===== src/rtl/memarb_pkg.sv =====
// memarb_pkg: shared definitions for the data-memory arbiter.
//   owner_e   - requester that owns an in-flight read (OWN_CORE / OWN_HOST)
//   DEF_*     - default widths, latency and starvation limit
//   *_MIN/MAX - legal ranges for READ_LAT and MAX_WAIT
//   clamp_u   - forces a parameter into its legal range
package memarb_pkg;

  typedef enum logic {
    OWN_CORE = 1'b0,
    OWN_HOST = 1'b1
  } owner_e;

  localparam int unsigned DEF_ADDR_W   = 8;
  localparam int unsigned DEF_DATA_W   = 8;
  localparam int unsigned DEF_READ_LAT = 1;
  localparam int unsigned DEF_MAX_WAIT = 3;

  localparam int unsigned READ_LAT_MIN = 1;
  localparam int unsigned READ_LAT_MAX = 4;
  localparam int unsigned MAX_WAIT_MIN = 1;
  localparam int unsigned MAX_WAIT_MAX = 15;

  // Wide enough for MAX_WAIT_MAX.
  localparam int unsigned WAIT_CNT_W = 4;

  function automatic int unsigned clamp_u(input int unsigned val, input int unsigned lo,
                                          input int unsigned hi);
    if (val < lo) return lo;
    if (val > hi) return hi;
    return val;
  endfunction

endpackage


===== src/rtl/rd_track.sv =====
// rd_track: READ_LAT-deep shift register of {valid, owner} for issued reads.
// Each cycle the arbiter pushes {mem_re, owner}; the tail marks the cycle in which
// mem_rdata belongs to that read.
//   clock, reset          - rising-edge clock, synchronous active-high reset
//   in_valid, in_owner    - read issued this cycle and its requester
//   out_valid, out_owner  - read whose data is on mem_rdata this cycle
module rd_track
  import memarb_pkg::*;
#(
  parameter int unsigned DEPTH = DEF_READ_LAT
) (
  input  logic   clock,
  input  logic   reset,
  input  logic   in_valid,
  input  owner_e in_owner,
  output logic   out_valid,
  output owner_e out_owner
);

  logic [DEPTH-1:0] valid_q;
  owner_e           owner_q [DEPTH];

  always_ff @(posedge clock) begin
    if (reset) begin
      // Dropping every valid discards reads that were in flight at reset.
      valid_q <= '0;
      for (int i = 0; i < DEPTH; i++) begin
        owner_q[i] <= OWN_CORE;
      end
    end else begin
      valid_q[0] <= in_valid;
      owner_q[0] <= in_owner;
      for (int i = 1; i < DEPTH; i++) begin
        valid_q[i] <= valid_q[i-1];
        owner_q[i] <= owner_q[i-1];
      end
    end
  end

  assign out_valid = valid_q[DEPTH-1];
  assign out_owner = owner_q[DEPTH-1];

endmodule


===== src/rtl/memdata_arbiter.sv =====
// memdata_arbiter: shares one data-memory port between the core datapath and a
// host/debug loader. Grant is combinational per cycle; the core wins by default,
// the host wins once it has been refused MAX_WAIT cycles in a row (or holds the
// lock). Returned read data is steered to its owner with a one-cycle rvalid.
//
// Optional feature: define MEMARB_HOST_LOCK_EN to add the host_lock input, which
// lets the host keep the port across a burst while the core is stalled.
//
// Ports:
//   clock, reset                        - rising-edge clock, synchronous active-high reset
//   core_req/we/addr/wdata              - core request (held until granted)
//   core_gnt, core_stall                - core accepted / core must hold its PC
//   core_rdata, core_rvalid             - core read return
//   host_req/we/addr/wdata [host_lock]  - host request
//   host_gnt, host_rdata, host_rvalid   - host accept and read return
//   mem_addr/we/re/wdata, mem_rdata     - data memory port (rdata READ_LAT cycles after re)
module memdata_arbiter
  import memarb_pkg::*;
#(
  parameter int unsigned ADDR_W   = DEF_ADDR_W,
  parameter int unsigned DATA_W   = DEF_DATA_W,
  parameter int unsigned READ_LAT = DEF_READ_LAT,
  parameter int unsigned MAX_WAIT = DEF_MAX_WAIT
) (
  input  logic              clock,
  input  logic              reset,

  input  logic              core_req,
  input  logic              core_we,
  input  logic [ADDR_W-1:0] core_addr,
  input  logic [DATA_W-1:0] core_wdata,
  output logic              core_gnt,
  output logic              core_stall,
  output logic [DATA_W-1:0] core_rdata,
  output logic              core_rvalid,

  input  logic              host_req,
  input  logic              host_we,
  input  logic [ADDR_W-1:0] host_addr,
  input  logic [DATA_W-1:0] host_wdata,
`ifdef MEMARB_HOST_LOCK_EN
  input  logic              host_lock,
`endif
  output logic              host_gnt,
  output logic [DATA_W-1:0] host_rdata,
  output logic              host_rvalid,

  output logic [ADDR_W-1:0] mem_addr,
  output logic              mem_we,
  output logic              mem_re,
  output logic [DATA_W-1:0] mem_wdata,
  input  logic [DATA_W-1:0] mem_rdata
);

  localparam int unsigned Lat = clamp_u(READ_LAT, READ_LAT_MIN, READ_LAT_MAX);
  localparam int unsigned MaxWait = clamp_u(MAX_WAIT, MAX_WAIT_MIN, MAX_WAIT_MAX);
  localparam logic [WAIT_CNT_W-1:0] WaitMax = WAIT_CNT_W'(MaxWait);

  logic [WAIT_CNT_W-1:0] wait_cnt_q;
  logic                  lock;
  logic                  host_pri;

  // ---------------------------------------------------------------------------
  // Arbitration
  // ---------------------------------------------------------------------------
  assign host_pri = (wait_cnt_q == WaitMax) | lock;

  always_comb begin
    core_gnt = 1'b0;
    host_gnt = 1'b0;
    if (!reset) begin
      // A held lock keeps the core out even when the host is idle that cycle.
      if (core_req && !lock && !(host_req && host_pri)) begin
        core_gnt = 1'b1;
      end else if (host_req) begin
        host_gnt = 1'b1;
      end
    end
  end

  assign core_stall = core_req & ~core_gnt;

  // ---------------------------------------------------------------------------
  // Memory port mux
  // ---------------------------------------------------------------------------
  always_comb begin
    mem_addr  = '0;
    mem_wdata = '0;
    mem_we    = 1'b0;
    mem_re    = 1'b0;
    if (core_gnt) begin
      mem_addr  = core_addr;
      mem_wdata = core_wdata;
      mem_we    = core_we;
      mem_re    = ~core_we;
    end else if (host_gnt) begin
      mem_addr  = host_addr;
      mem_wdata = host_wdata;
      mem_we    = host_we;
      mem_re    = ~host_we;
    end
  end

  // ---------------------------------------------------------------------------
  // Host starvation counter
  // ---------------------------------------------------------------------------
  always_ff @(posedge clock) begin
    if (reset) begin
      wait_cnt_q <= '0;
    end else if (host_gnt || !host_req) begin
      wait_cnt_q <= '0;
    end else if (wait_cnt_q != WaitMax) begin
      wait_cnt_q <= wait_cnt_q + WAIT_CNT_W'(1);
    end
  end

  // ---------------------------------------------------------------------------
  // Host lock
  // ---------------------------------------------------------------------------
`ifdef MEMARB_HOST_LOCK_EN
  logic lock_q;

  always_ff @(posedge clock) begin
    if (reset) begin
      lock_q <= 1'b0;
    end else if (host_gnt) begin
      // Every granted beat re-arms or releases the lock.
      lock_q <= host_lock;
    end else if (!host_req) begin
      lock_q <= 1'b0;
    end
  end

  assign lock = lock_q;
`else
  assign lock = 1'b0;
`endif

  // ---------------------------------------------------------------------------
  // Read return tracking
  // ---------------------------------------------------------------------------
  logic   trk_valid;
  owner_e trk_owner;

  rd_track #(
    .DEPTH (Lat)
  ) u_rd_track (
    .clock     (clock),
    .reset     (reset),
    .in_valid  (mem_re),
    .in_owner  (host_gnt ? OWN_HOST : OWN_CORE),
    .out_valid (trk_valid),
    .out_owner (trk_owner)
  );

  // Gating with reset also suppresses a read whose return lands in the reset cycle.
  assign core_rvalid = trk_valid & (trk_owner == OWN_CORE) & ~reset;
  assign host_rvalid = trk_valid & (trk_owner == OWN_HOST) & ~reset;

  logic [DATA_W-1:0] core_hold_q;
  logic [DATA_W-1:0] host_hold_q;

  always_ff @(posedge clock) begin
    if (reset) begin
      core_hold_q <= '0;
      host_hold_q <= '0;
    end else begin
      if (core_rvalid) core_hold_q <= mem_rdata;
      if (host_rvalid) host_hold_q <= mem_rdata;
    end
  end

  // Fresh data is forwarded in the rvalid cycle; afterwards the hold register keeps it.
  assign core_rdata = core_rvalid ? mem_rdata : core_hold_q;
  assign host_rdata = host_rvalid ? mem_rdata : host_hold_q;

endmodule


===== config.mk =====
export PLATFORM = sky130hd
export DESIGN_NAME = memdata_arbiter
export DESIGN_NICKNAME = d
export VERILOG_FILES = /design/src/rtl/memarb_pkg.sv /design/src/rtl/rd_track.sv /design/src/rtl/memdata_arbiter.sv
export SDC_FILE = /design/constraint.sdc
export NUM_CORES = 1
export LEC_CHECK = 0
export CAP_MARGIN = 20
export CORE_MARGIN = 2
export CORE_UTILIZATION = 38
export CTS_BUF_LIST = sky130_fd_sc_hd__clkbuf_4
export DETAILED_ROUTE_END_ITERATION = 7
export PLACE_DENSITY = 0.93
export SYNTH_ARGS = -nofsm -noshare
export SYNTH_HDL_FRONTEND = slang
export SYNTH_SLANG_ARGS = --single-unit

===== constraint.sdc =====
create_clock -name clock -period 2.6 [get_ports clock]
set_clock_uncertainty 0.2 [all_clocks]
set_input_delay 0.52 -clock clock [delete_from_list [all_inputs] [get_ports clock]]
set_output_delay 0.52 -clock clock [all_outputs]
set_load 0.01 [all_outputs]

==> results.tsv <==
metric	value	unit
antenna violations before repair	0	
RSZ-0062 raised after global routing	yes	
post-synthesis simple-gate area fraction	17.4	%
Final nets	259	
wire per inst	16.1	um
IR drop worst, VDD	183	uV
Clock Path Buffers	2	
relative slew slack	82.9	%
Synth Cell Area	0.00115	mm^2
Core ar.	0.00281	mm^2
vias in the first global route	1275	
Fin. Hold Viols	0	
Worst-Skew Late Latency	290	ps
Gate power share	30.9	%
post-DP HPWL	2660	um
Worst Tran Pin Value	256	ps
Worst-path clk slew	100	ps
Die Ht	59.0	um
Max Cap Viol	0	
Congestion Overflow GR	0	
Ports	85	
CTS tree	done	
power per cell area	320	mW/mm^2
DRT iter0 DRCs	39	
Reg power frac	48.8	%
Yosys cell types	22	
Yosys warning count	0	
Antenna Cells	0	
Startpoint Class	register	
Routed Wire Length	3880	um
Post-Syn Nets	150	
Post-Synth Adder-Cell Area	1.09	%
die width	59.0	um
TritonRoute pass-1 iters	6	
Max Freq	385	MHz
I/O Buffers	84	
Die Area	0.00348	mm^2
commonest non-fill, non-tap cell in the layout	clkdlybuf4s50_1	
Worst EP arrival	1880	ps
Clk pwr share	20.4	%
post-route insts no fill	241	
Worst Setup End Kind	output port	
Post-Route Utilization	79.2	%
R2R setup slack	880	ps
RD Place Congestion	0.781	
complex-gate fraction of the synthesized area	17.4	%
cells after synthesis	103	
CP Data Required Time	1880	ps
post-route clock period utilization	99.8	%
Hold/Removal Path Class	reg -> reg	
vias per std cell	5.02	
outcome	finished, violations left	
syn_area_per_cell	11.1	um^2
largest family of logic cells by synthesized area	multiplexers	
Sinks on Clock Net	22	
Num CTS Buffers	3	
final max-slew violation count	0	
Switch Pwr	173	uW
share of cells above drive strength 1	36.2	%
Final ANT Viol Nets	0	
global-route wire length before repair	5620	um
Sw Ratio	24.4	%
Final min period	2600	ps
Crit Path Max Fanout	10	
Global Route Usage Sum	21.3	%
starting density of the core	40.9	%
clk root buf	clkbuf_4	
Post-Place Cells	219	
DRC Markers	5	
H-tree depth	1	
sequential-to-total area share from yosys stat	38.4	%
area delta synth->final	93.6	%
most frequent cells in the layout	clkdlybuf4s50_1, a22o_1, buf_2, dfxtp_1, buf_4	
Crit Path Category	reg -> out	
Leak Pwr	1.09	nW
Setup violations, final	0	
Yosys reg bits	22	
mux cell area share after synthesis	18.3	%
via count	1210	
violated checks	DRC	
Row Count	19	
Synth Area in XOR/XNOR	0.763	%
Internal Power	538	uW
largest net degree at the start of global routing	18	
-- timing repair --
item                                    4_1_cts  5_1_grt
resized for setup                            95       13
hold buffers                                  0        0
cloned                                        4        1
setup buffers                                10        4
pin swaps                                     1        3
hold endpoints to repair                      0        0
endpoints found under the setup margin       39       17
-- Yosys cell counts --
master / instances / area share, %
nor2_1: 4 / 1.3
a21oi_1: 1 / 0.44
mux2_4: 8 / 10
buf_4: 2 / 1.3
nand3_1: 1 / 0.44
nand3b_4: 1 / 1.7
a21oi_2: 1 / 0.76
dfxtp_1: 22 / 38
nor3b_2: 1 / 1.1
nor3b_4: 1 / 1.6
o211a_1: 2 / 1.7
clkbuf_1: 1 / 0.33
or3b_1: 1 / 0.76
inv_1: 6 / 2.0
nand3b_1: 1 / 0.65
xor2_1: 1 / 0.76
a22o_1: 19 / 15
buf_6: 3 / 2.9
mux2_2: 8 / 7.9
ha_1: 1 / 1.1
and2_1: 16 / 8.7
nand2b_1: 2 / 1.1
-- sequential cells by signal, summed over array words and instances (netlist names) --
name,cells
wait_cnt_q,4
u_rd_track.out_valid,1
host_hold_q,8
core_hold_q,8
u_rd_track.owner_q,1
-- through the flow --
step	setup slack [ps]	setup TNS (ps)	power, mW	hold WS, ps	instance area (um^2)
6_report	4.78	0	0.711	346	2220
5_1_grt	-67.5	-473	0.740	370	2220
4_1_cts	-20.7	-48.7	0.716	345	2190
3_5_place_dp	-365	-11700	0.567	270	2050
3_3_place_gp	-341	-10760	0.562	228	2050
2_1_floorplan	624	0	0.427	218	1150
-- worst paths after layout --
path | start | endpoint | cells past startpoint
max reg2reg | wait_cnt_q[0]$_SDFFE_PP0P_ | u_rd_track.out_valid$_SDFF_PP0_ | 6
min reg2reg | wait_cnt_q[0]$_SDFFE_PP0P_ | wait_cnt_q[0]$_SDFFE_PP0P_ | 2
min | wait_cnt_q[0]$_SDFFE_PP0P_ | wait_cnt_q[0]$_SDFFE_PP0P_ | 2
max | wait_cnt_q[0]$_SDFFE_PP0P_ | mem_addr[5] | 7
-- logic make-up (layout without fill, tap and decap cells) --
kind of cell,count (synthesis),in the layout
simple gates,28,29
buf+inv,12,118
xor+xnor,1,1
mux,16,16
flops,22,22
fa+ha+maj,1,1
compound gates,23,23
-- layer usage --
metal	part of all wire, %	routed length [um]	global-route usage [%]
met1	35	1370	22.1
met4	0.93	36	4.55
met5	0	0	0
met3	9.3	362	5.05
met2	54	2110	42.4
-- worst max-delay path, cell delays in order (launching register included) --
cell and delay [ps]:
dfxtp_2 350, ha_4 160, nor3b_4 160, buf_4 150
o211a_4 280, buf_16 150, a22o_1 190, buf_2 150
-- final cells by class --
type	count	area [um^2]
Tap cell	31	38.8
Timing Repair Buffer	109	1010
Multi-Input combinational cell	70	678
Fill cell	173	584
Clock buffer	3	22.5
Sequential cell	22	450
Inverter	6	22.5
-- power by group through the flow --
stage	combinational, mW	clock [mW]	sequential, mW
2_1_floorplan	0.0735	0	0.354
3_3_place_gp	0.208	0	0.354
3_5_place_dp	0.212	0	0.355
4_1_cts	0.214	0.152	0.350
5_1_grt	0.233	0.159	0.348
6_report	0.220	0.145	0.347
(Power assumes the default switching activity.)
